$ cat src/rtl/alu_ctrl_pkg.sv
// Shared constants for the ALU request arbiter: FSM encoding, ALU opcodes, default widths.
package alu_ctrl_pkg;

    localparam int unsigned DEF_WIDTH = 16;
    localparam int unsigned DEF_OP_W  = 4;
    localparam int unsigned CNT_W     = 16;

    typedef enum logic [1:0] {
        ST_IDLE = 2'd0,
        ST_EXEC = 2'd1,
        ST_RESP = 2'd2
    } state_e;

    localparam logic [3:0] OP_AND = 4'd0;
    localparam logic [3:0] OP_OR  = 4'd1;
    localparam logic [3:0] OP_XOR = 4'd2;
    localparam logic [3:0] OP_ADD = 4'd3;

endpackage

$ cat src/rtl/rr_arb2.sv
// Two-way round-robin grant: a lone requester wins, contention goes to the one not served last.
module rr_arb2 (
    input  logic [1:0] req,
    input  logic       last_grant,
    output logic [1:0] grant
);

    always_comb begin
        grant = 2'b00;
        case (req)
            2'b01:   grant = 2'b01;
            2'b10:   grant = 2'b10;
            2'b11:   grant = last_grant ? 2'b01 : 2'b10;
            default: grant = 2'b00;
        endcase
    end

endmodule

$ cat src/rtl/alu_req_arbiter.sv
// Shares one combinational ALU between two requesters with round-robin arbitration.
// Optional grant statistics counters are enabled with `define ALU_REQ_ARBITER_STATS_EN.
module alu_req_arbiter
    import alu_ctrl_pkg::*;
#(
    parameter int unsigned WIDTH = DEF_WIDTH,
    parameter int unsigned OP_W  = DEF_OP_W
) (
    input  logic             clk,
    input  logic             rst_n,
    input  logic [1:0]       req_valid,
    output logic [1:0]       req_ready,
    input  logic [WIDTH-1:0] req0_in1,
    input  logic [WIDTH-1:0] req0_in2,
    input  logic [OP_W-1:0]  req0_op,
    input  logic [WIDTH-1:0] req1_in1,
    input  logic [WIDTH-1:0] req1_in2,
    input  logic [OP_W-1:0]  req1_op,
    output logic [WIDTH-1:0] alu_in1,
    output logic [WIDTH-1:0] alu_in2,
    output logic [OP_W-1:0]  alu_op,
    input  logic [WIDTH-1:0] alu_out,
    output logic             rsp_valid,
    input  logic             rsp_ready,
    output logic [WIDTH-1:0] rsp_data,
`ifdef ALU_REQ_ARBITER_STATS_EN
    input  logic             stats_clr,
    output logic [CNT_W-1:0] grant_cnt0,
    output logic [CNT_W-1:0] grant_cnt1,
`endif
    output logic             rsp_id
);

    state_e           state_q, state_d;
    logic             last_grant_q, last_grant_d;
    logic [WIDTH-1:0] alu_in1_q, alu_in1_d;
    logic [WIDTH-1:0] alu_in2_q, alu_in2_d;
    logic [OP_W-1:0]  alu_op_q, alu_op_d;
    logic             rsp_valid_q, rsp_valid_d;
    logic [WIDTH-1:0] rsp_data_q, rsp_data_d;
    logic             rsp_id_q, rsp_id_d;
    logic [1:0]       grant;

    rr_arb2 u_rr_arb2 (
        .req        (req_valid),
        .last_grant (last_grant_q),
        .grant      (grant)
    );

    // Accept strobe is combinational; suppressed while reset is asserted.
    assign req_ready = (rst_n && (state_q == ST_IDLE)) ? grant : 2'b00;

    always_comb begin
        state_d      = state_q;
        last_grant_d = last_grant_q;
        alu_in1_d    = alu_in1_q;
        alu_in2_d    = alu_in2_q;
        alu_op_d     = alu_op_q;
        rsp_valid_d  = rsp_valid_q;
        rsp_data_d   = rsp_data_q;
        rsp_id_d     = rsp_id_q;
        case (state_q)
            ST_IDLE: begin
                if (|req_ready) begin
                    if (req_ready[1]) begin
                        alu_in1_d = req1_in1;
                        alu_in2_d = req1_in2;
                        alu_op_d  = req1_op;
                    end else begin
                        alu_in1_d = req0_in1;
                        alu_in2_d = req0_in2;
                        alu_op_d  = req0_op;
                    end
                    rsp_id_d     = req_ready[1];
                    last_grant_d = req_ready[1];
                    state_d      = ST_EXEC;
                end
            end
            ST_EXEC: begin
                rsp_data_d  = alu_out;
                rsp_valid_d = 1'b1;
                state_d     = ST_RESP;
            end
            ST_RESP: begin
                if (rsp_ready) begin
                    rsp_valid_d = 1'b0;
                    state_d     = ST_IDLE;
                end
            end
            default: state_d = ST_IDLE;
        endcase
    end

    always_ff @(posedge clk or negedge rst_n) begin
        if (!rst_n) begin
            state_q      <= ST_IDLE;
            last_grant_q <= 1'b1;
            alu_in1_q    <= '0;
            alu_in2_q    <= '0;
            alu_op_q     <= '0;
            rsp_valid_q  <= 1'b0;
            rsp_data_q   <= '0;
            rsp_id_q     <= 1'b0;
        end else begin
            state_q      <= state_d;
            last_grant_q <= last_grant_d;
            alu_in1_q    <= alu_in1_d;
            alu_in2_q    <= alu_in2_d;
            alu_op_q     <= alu_op_d;
            rsp_valid_q  <= rsp_valid_d;
            rsp_data_q   <= rsp_data_d;
            rsp_id_q     <= rsp_id_d;
        end
    end

    assign alu_in1   = alu_in1_q;
    assign alu_in2   = alu_in2_q;
    assign alu_op    = alu_op_q;
    assign rsp_valid = rsp_valid_q;
    assign rsp_data  = rsp_data_q;
    assign rsp_id    = rsp_id_q;

`ifdef ALU_REQ_ARBITER_STATS_EN
    logic [CNT_W-1:0] grant_cnt0_q, grant_cnt0_d;
    logic [CNT_W-1:0] grant_cnt1_q, grant_cnt1_d;

    // Saturating per-requester accept counters; clear beats a same-cycle increment.
    always_comb begin
        grant_cnt0_d = grant_cnt0_q;
        grant_cnt1_d = grant_cnt1_q;
        if (stats_clr) begin
            grant_cnt0_d = '0;
            grant_cnt1_d = '0;
        end else begin
            if (req_ready[0] && (grant_cnt0_q != '1)) grant_cnt0_d = grant_cnt0_q + CNT_W'(1);
            if (req_ready[1] && (grant_cnt1_q != '1)) grant_cnt1_d = grant_cnt1_q + CNT_W'(1);
        end
    end

    always_ff @(posedge clk or negedge rst_n) begin
        if (!rst_n) begin
            grant_cnt0_q <= '0;
            grant_cnt1_q <= '0;
        end else begin
            grant_cnt0_q <= grant_cnt0_d;
            grant_cnt1_q <= grant_cnt1_d;
        end
    end

    assign grant_cnt0 = grant_cnt0_q;
    assign grant_cnt1 = grant_cnt1_q;
`endif

endmodule

$ cat config.mk
export PLATFORM = sky130hd
export DESIGN_NAME = alu_req_arbiter
export DESIGN_NICKNAME = d
export VERILOG_FILES = /design/src/rtl/alu_ctrl_pkg.sv /design/src/rtl/rr_arb2.sv /design/src/rtl/alu_req_arbiter.sv
export SDC_FILE = /design/constraint.sdc
export NUM_CORES = 1
export LEC_CHECK = 0
export BUFFER_PORTS_ARGS = -buffer_cell sky130_fd_sc_hd__buf_2
export CAP_MARGIN = 20
export CORE_UTILIZATION = 44
export CTS_CLUSTER_DIAMETER = 60
export DETAILED_ROUTE_END_ITERATION = 10
export GPL_ROUTABILITY_DRIVEN = 0
export PLACE_DENSITY = 0.8
export SLEW_MARGIN = 20
export SYNTH_ARGS = -nofsm -noshare
export SYNTH_HDL_FRONTEND = slang
export SYNTH_HIERARCHICAL = 1
export SYNTH_SLANG_ARGS = --single-unit
$ cat constraint.sdc
create_clock -name clk -period 1.7 [get_ports clk]
set_input_delay 0.34 -clock clk [delete_from_list [all_inputs] [get_ports clk]]
set_output_delay 0.34 -clock clk [all_outputs]
set_load 0.02 [all_outputs]
Word level (Yosys, flattened, before mapping) --
Index checks and enable logic that the tools add are counted.
Cells by class: equal/unequal tests 7, muxes and demuxes 11, reductions and logical operators 7
Operator list (number):
- two-way mux 16 bit | 2
- case mux 2 bit (3 select lines) | 2
- two-way mux 2 bit | 4
- == test 2 bit, second input constant | 3
- AND reduction 2 bit | 3
- == test 2 x 1 -> 1 bit, second input constant | 2
- two-way mux 4 bit | 1
- zero test 2 bit | 1
- inequality test 2 x 1 -> 1 bit, second input constant | 1
- inequality test 2 bit, second input constant | 1
- case mux 1 bit (2 select lines) | 1
- nonzero test 2 bit | 1
- OR reduction 2 bit | 1
- logical AND 1 bit | 1
- two-way mux 1 bit | 1
Word-level totals: register bits 57, word-level logic and storage cells 33

Logic depth before layout (Yosys ltp) --
word-level depth 6, mapped depth 7

Cells and area by module --
The synthesis kept the hierarchy.
Modules (own cells, without submodules):
- alu_req_arbiter | instances 1, cells each 218, area each 2622.5 µm², sequential area each 1427.6 µm²
- rr_arb2 | instances 1, cells each 3, area each 18.8 µm², sequential area each 0.0 µm²

Least setup slack after synthesis --
OpenSTA, ideal clock, no wires.
path kind reg2reg, start point reg last_grant_q, end point reg alu_in2_q[10], in the netlist alu_in2[10], data arrival time 1421 ps, data required time 1576 ps, path slack 155 ps, cell stages (with the launch flop) 7, cell sequence dfstp_2 a21boi_0 and4bb_2 buf_4 buf_2 a22oi_1 nand2_1
Between the ends: cells in the longest elaborated chain, start to end 5, elaborated cells between the ends (all ways) 6, classes of those cells 4 x mux; 2 x reduce/logical
RTL lines:
- from (decl) | line alu_req_arbiter.sv:35 | logic last_grant_q, last_grant_d;
- from (signal assigned) | line alu_req_arbiter.sv:106 | last_grant_q <= last_grant_d;
- two-way mux 2 bit * | line rr_arb2.sv:13 | 2'b11: grant = last_grant ? 2'b01 : 2'b10;
- case mux 2 bit (3 select lines) * | line rr_arb2.sv:10 | case (req)
- via grant[1] | line alu_req_arbiter.sv:42 | logic [1:0] grant;
- two-way mux 2 bit * | line alu_req_arbiter.sv:51 | assign req_ready = (rst_n && (state_q == ST_IDLE)) ? grant : 2'b00;
- OR reduction 2 bit | line alu_req_arbiter.sv:64 | if (|req_ready) begin
- AND reduction 2 bit (no line)
- to (signal assigned) | line alu_req_arbiter.sv:108 | alu_in2_q <= alu_in2_d;
- to (decl) | line alu_req_arbiter.sv:37 | logic [WIDTH-1:0] alu_in2_q, alu_in2_d;
Mark *: on every way through the listed nets, which the timed path passes. The rest lies on a longest branch. A chain may end at the register's enable or synchronous reset.

Worst setup path after layout --
start point reg last_grant_q, end point out req_ready[0]
Between the ends: cells in the longest elaborated chain, start to end 3
RTL lines:
- two-way mux 2 bit | line rr_arb2.sv:13
- case mux 2 bit (3 select lines) | line rr_arb2.sv:10
- via grant[0] | line alu_req_arbiter.sv:42
- two-way mux 2 bit | line alu_req_arbiter.sv:51
- to (decl) | line alu_req_arbiter.sv:12 | output logic [1:0] req_ready,
The timed path passes the listed nets, and every way through them passes these cells.

==> metrics.cfg <==
[run_status]
status = finished with violations
failed_checks = setup timing

[clock_tree]
cts.path.max_buffers = 2
cts.sinks = 57
clk_root_buffer_cell = clkbuf_8
clk_pin_slew_ns = 0.08
clock_latency_ns = 0.34
cts_tree = yes
htree_levels = 3
numCtsBuffers = 9

[critical_path]
crit_path_top_delay_cell = dfstp_2
cp-startpoint = last_grant_q
cp_data_required_time_ns = 1.36
endpoint_kind = output port
cp_common_cell = inv_2
path_cells = inv_2, a21boi_2, nand2_2, inv_2, buf_6
cp_max_fo = 3
r2r_start = last_grant_q
cp-start-kind = register
crit_arrival_ns = 1.40
crit_path_max_incr_delay_ns = 0.56
path_class = reg2out

[timing]
fin_crit_sh = 1.02
rsz0062_at_grt = true
setup_slack_ns = -0.0396
finalHoldViolations = 0
fin_skew_ns = 0.0138
fmax_mhz = 575
drv_slew = 0
slew_headroom = 0.627
setup_tns_ns = -0.0654
post-route-min-period_ns = 1.74
finalSetupViolCount = 2
tightest_slew_ns = 0.559

[die]
die_height_um = 79.5
start_util = 0.468
die_area_sq_um = 6320
rows = 27
ioPinCount = 149
core_area_sq_um = 5640
fp.dieW_um = 79.5

[final_layout]
area.growth.synth_to_final_pct = 43.8
seq_area_sq_um = 1430
mostFrequentLayoutCells = buf_2, dfrtp_1, nand2_1, a32oi_1, a22oi_1
nets = 480
multiInputGateArea_sq_um = 1110
fin_cells = 464
fillCellCount = 432
drive_gt1_frac = 0.582
mostFrequentLayoutCell = buf_2
antenna_cells = 0

[global_routing]
grt_use_met3 = 0.0434
antenna_found_initial = 0
grt.met1_usage = 0.289
met2_usage = 0.403
busiest_layer = met2
grt_pass1_vias = 2387
grtUsageTotal = 0.237
grt_overflow = 0
grt_pass1_wl_mm = 11.3
grt_max_degree = 46

[synth]
synth_seq_cells = 57
syn_inst = 221
ys.flop_type = dfrtp_1
synth_area_per_cell_sq_um = 12.0
synth_edf_count = 0
yosys_warnings = 6
synth_seq_area_share = 0.541
syn-num-nets = 314
ys_async_sr_fraction = 1.00
netlist_area_sq_um = 2640
synth.distinct_cells = 25

[min_path]
hold_class = in2async

[routing]
wl_per_cell_um = 15.8
drtPass1Iterations = 4
wl_mm = 7.35
vias = 2532
final_antenna_net_count = 0
vias_per_cell = 5.46
drc = 0
drt_first_iter_violations = 118

[placed_design]
place_ws_ns = 0.0440
hpwlAfterDp_mm = 5.20
io_buffers = 148
dp_cells = 439

[power]
total_power_w = 0.00721
power_density_nw_per_um2 = 1900
leakagePower_nw = 1.85
ir_worst_vdd_uv = 904

[run]
cap_viol_max_count = 0

cell usage after synthesis, types with 2 or more instances:
library cell,number,area share
a21o_1,2,0.0057
a21oi_1,2,0.0038
a22oi_1,27,0.077
a22oi_2,9,0.043
a32oi_1,36,0.12
buf_2,3,0.0057
buf_4,2,0.0057
buf_6,7,0.030
clkbuf_1,7,0.0099
dfrtp_1,56,0.53
inv_1,3,0.0043
mux2_2,16,0.068
nand2_1,37,0.053
nor2_1,2,0.0028
nor2b_1,2,0.0047
routing by layer:
layer	vias up	routed length, um
met3	13	439
met2	113	3690
met1	1212	3080
met5	-	0
li1	1194	-
met4	0	142
area by class of cell:
class | instances | share of cell area
Clock inverter | 5 | 0.0102
Tap cell | 72 | 0.0237
Inverter | 4 | 0.00395
Clock buffer | 11 | 0.0399
Multi-Input combinational cell | 141 | 0.292
Timing Repair Buffer | 174 | 0.254
Sequential cell | 57 | 0.376
final timing paths:
| check | cells after the start | slack (ns) | to |
|---|---|---|---|
| worst min-delay path | 2 | 0.14 | alu_in2[7] |
| worst min register to register | 1 | 0.48 | rsp_id |
| min in group clk | 3 | 0.22 | alu_in2[6] |
| max in group asynchronous | 3 | 0.69 | alu_in1[2] |
| worst max register to register | 9 | 0.10 | alu_in2[12] |
| worst max-delay path | 5 | -0.04 | req_ready[0] |
critical path: cells and delay by family (launching register included):
family	cells	cell delay, ns
buf+inv	3	0.25
compound gates	1	0.17
flops	1	0.56
simple gates	1	0.10
state kept, by name (all words and copies together) (netlist names):
name and flops:
alu_in1 16, alu_in2 16, alu_op 4, last_grant_q 1, rsp_data 16, rsp_id 1
rsp_valid 1, state_q 2
cell families (layout without fill, tap and decap cells):
kind of cell | Yosys count | count (layout) | synth area share
AOI/OAI and AO/OA | 78 | 78 | 0.254
buffers and inverters | 23 | 194 | 0.0568
and+or+nand+nor | 47 | 47 | 0.0805
muxes | 16 | 16 | 0.0682
DFF | 57 | 57 | 0.541
metrics by stage:
step | utilization | instance area [sq um] | hold slack [ns]
2_1_floorplan | - | 2640 | 0.0444
3_3_place_gp | 0.615 | 3470 | 0.326
3_5_place_dp | 0.615 | 3470 | 0.326
4_1_cts | 0.661 | 3730 | 0.147
5_1_grt | 0.673 | 3800 | 0.177
6_report | 0.673 | 3800 | 0.135
timing repair:
action | CTS | global route
pin swaps | 3 | 4
hold buffers | 1 | 0
hold endpoints to repair | 12 | 0
gates cloned | 0 | 2
setup endpoints to repair | 2 | 37
resized for setup | 5 | 14
setup buffers | 6 | 1
report_power, final:
part	switching, W	internal [W]	leakage (nW)	total, W
sequential	0.000522	0.00206	0.657	0.00258
combinational	0.00199	0.00147	1.11	0.00346
clock	0.000564	0.000612	0.0842	0.00118
Power figures use the tool's default switching activity.
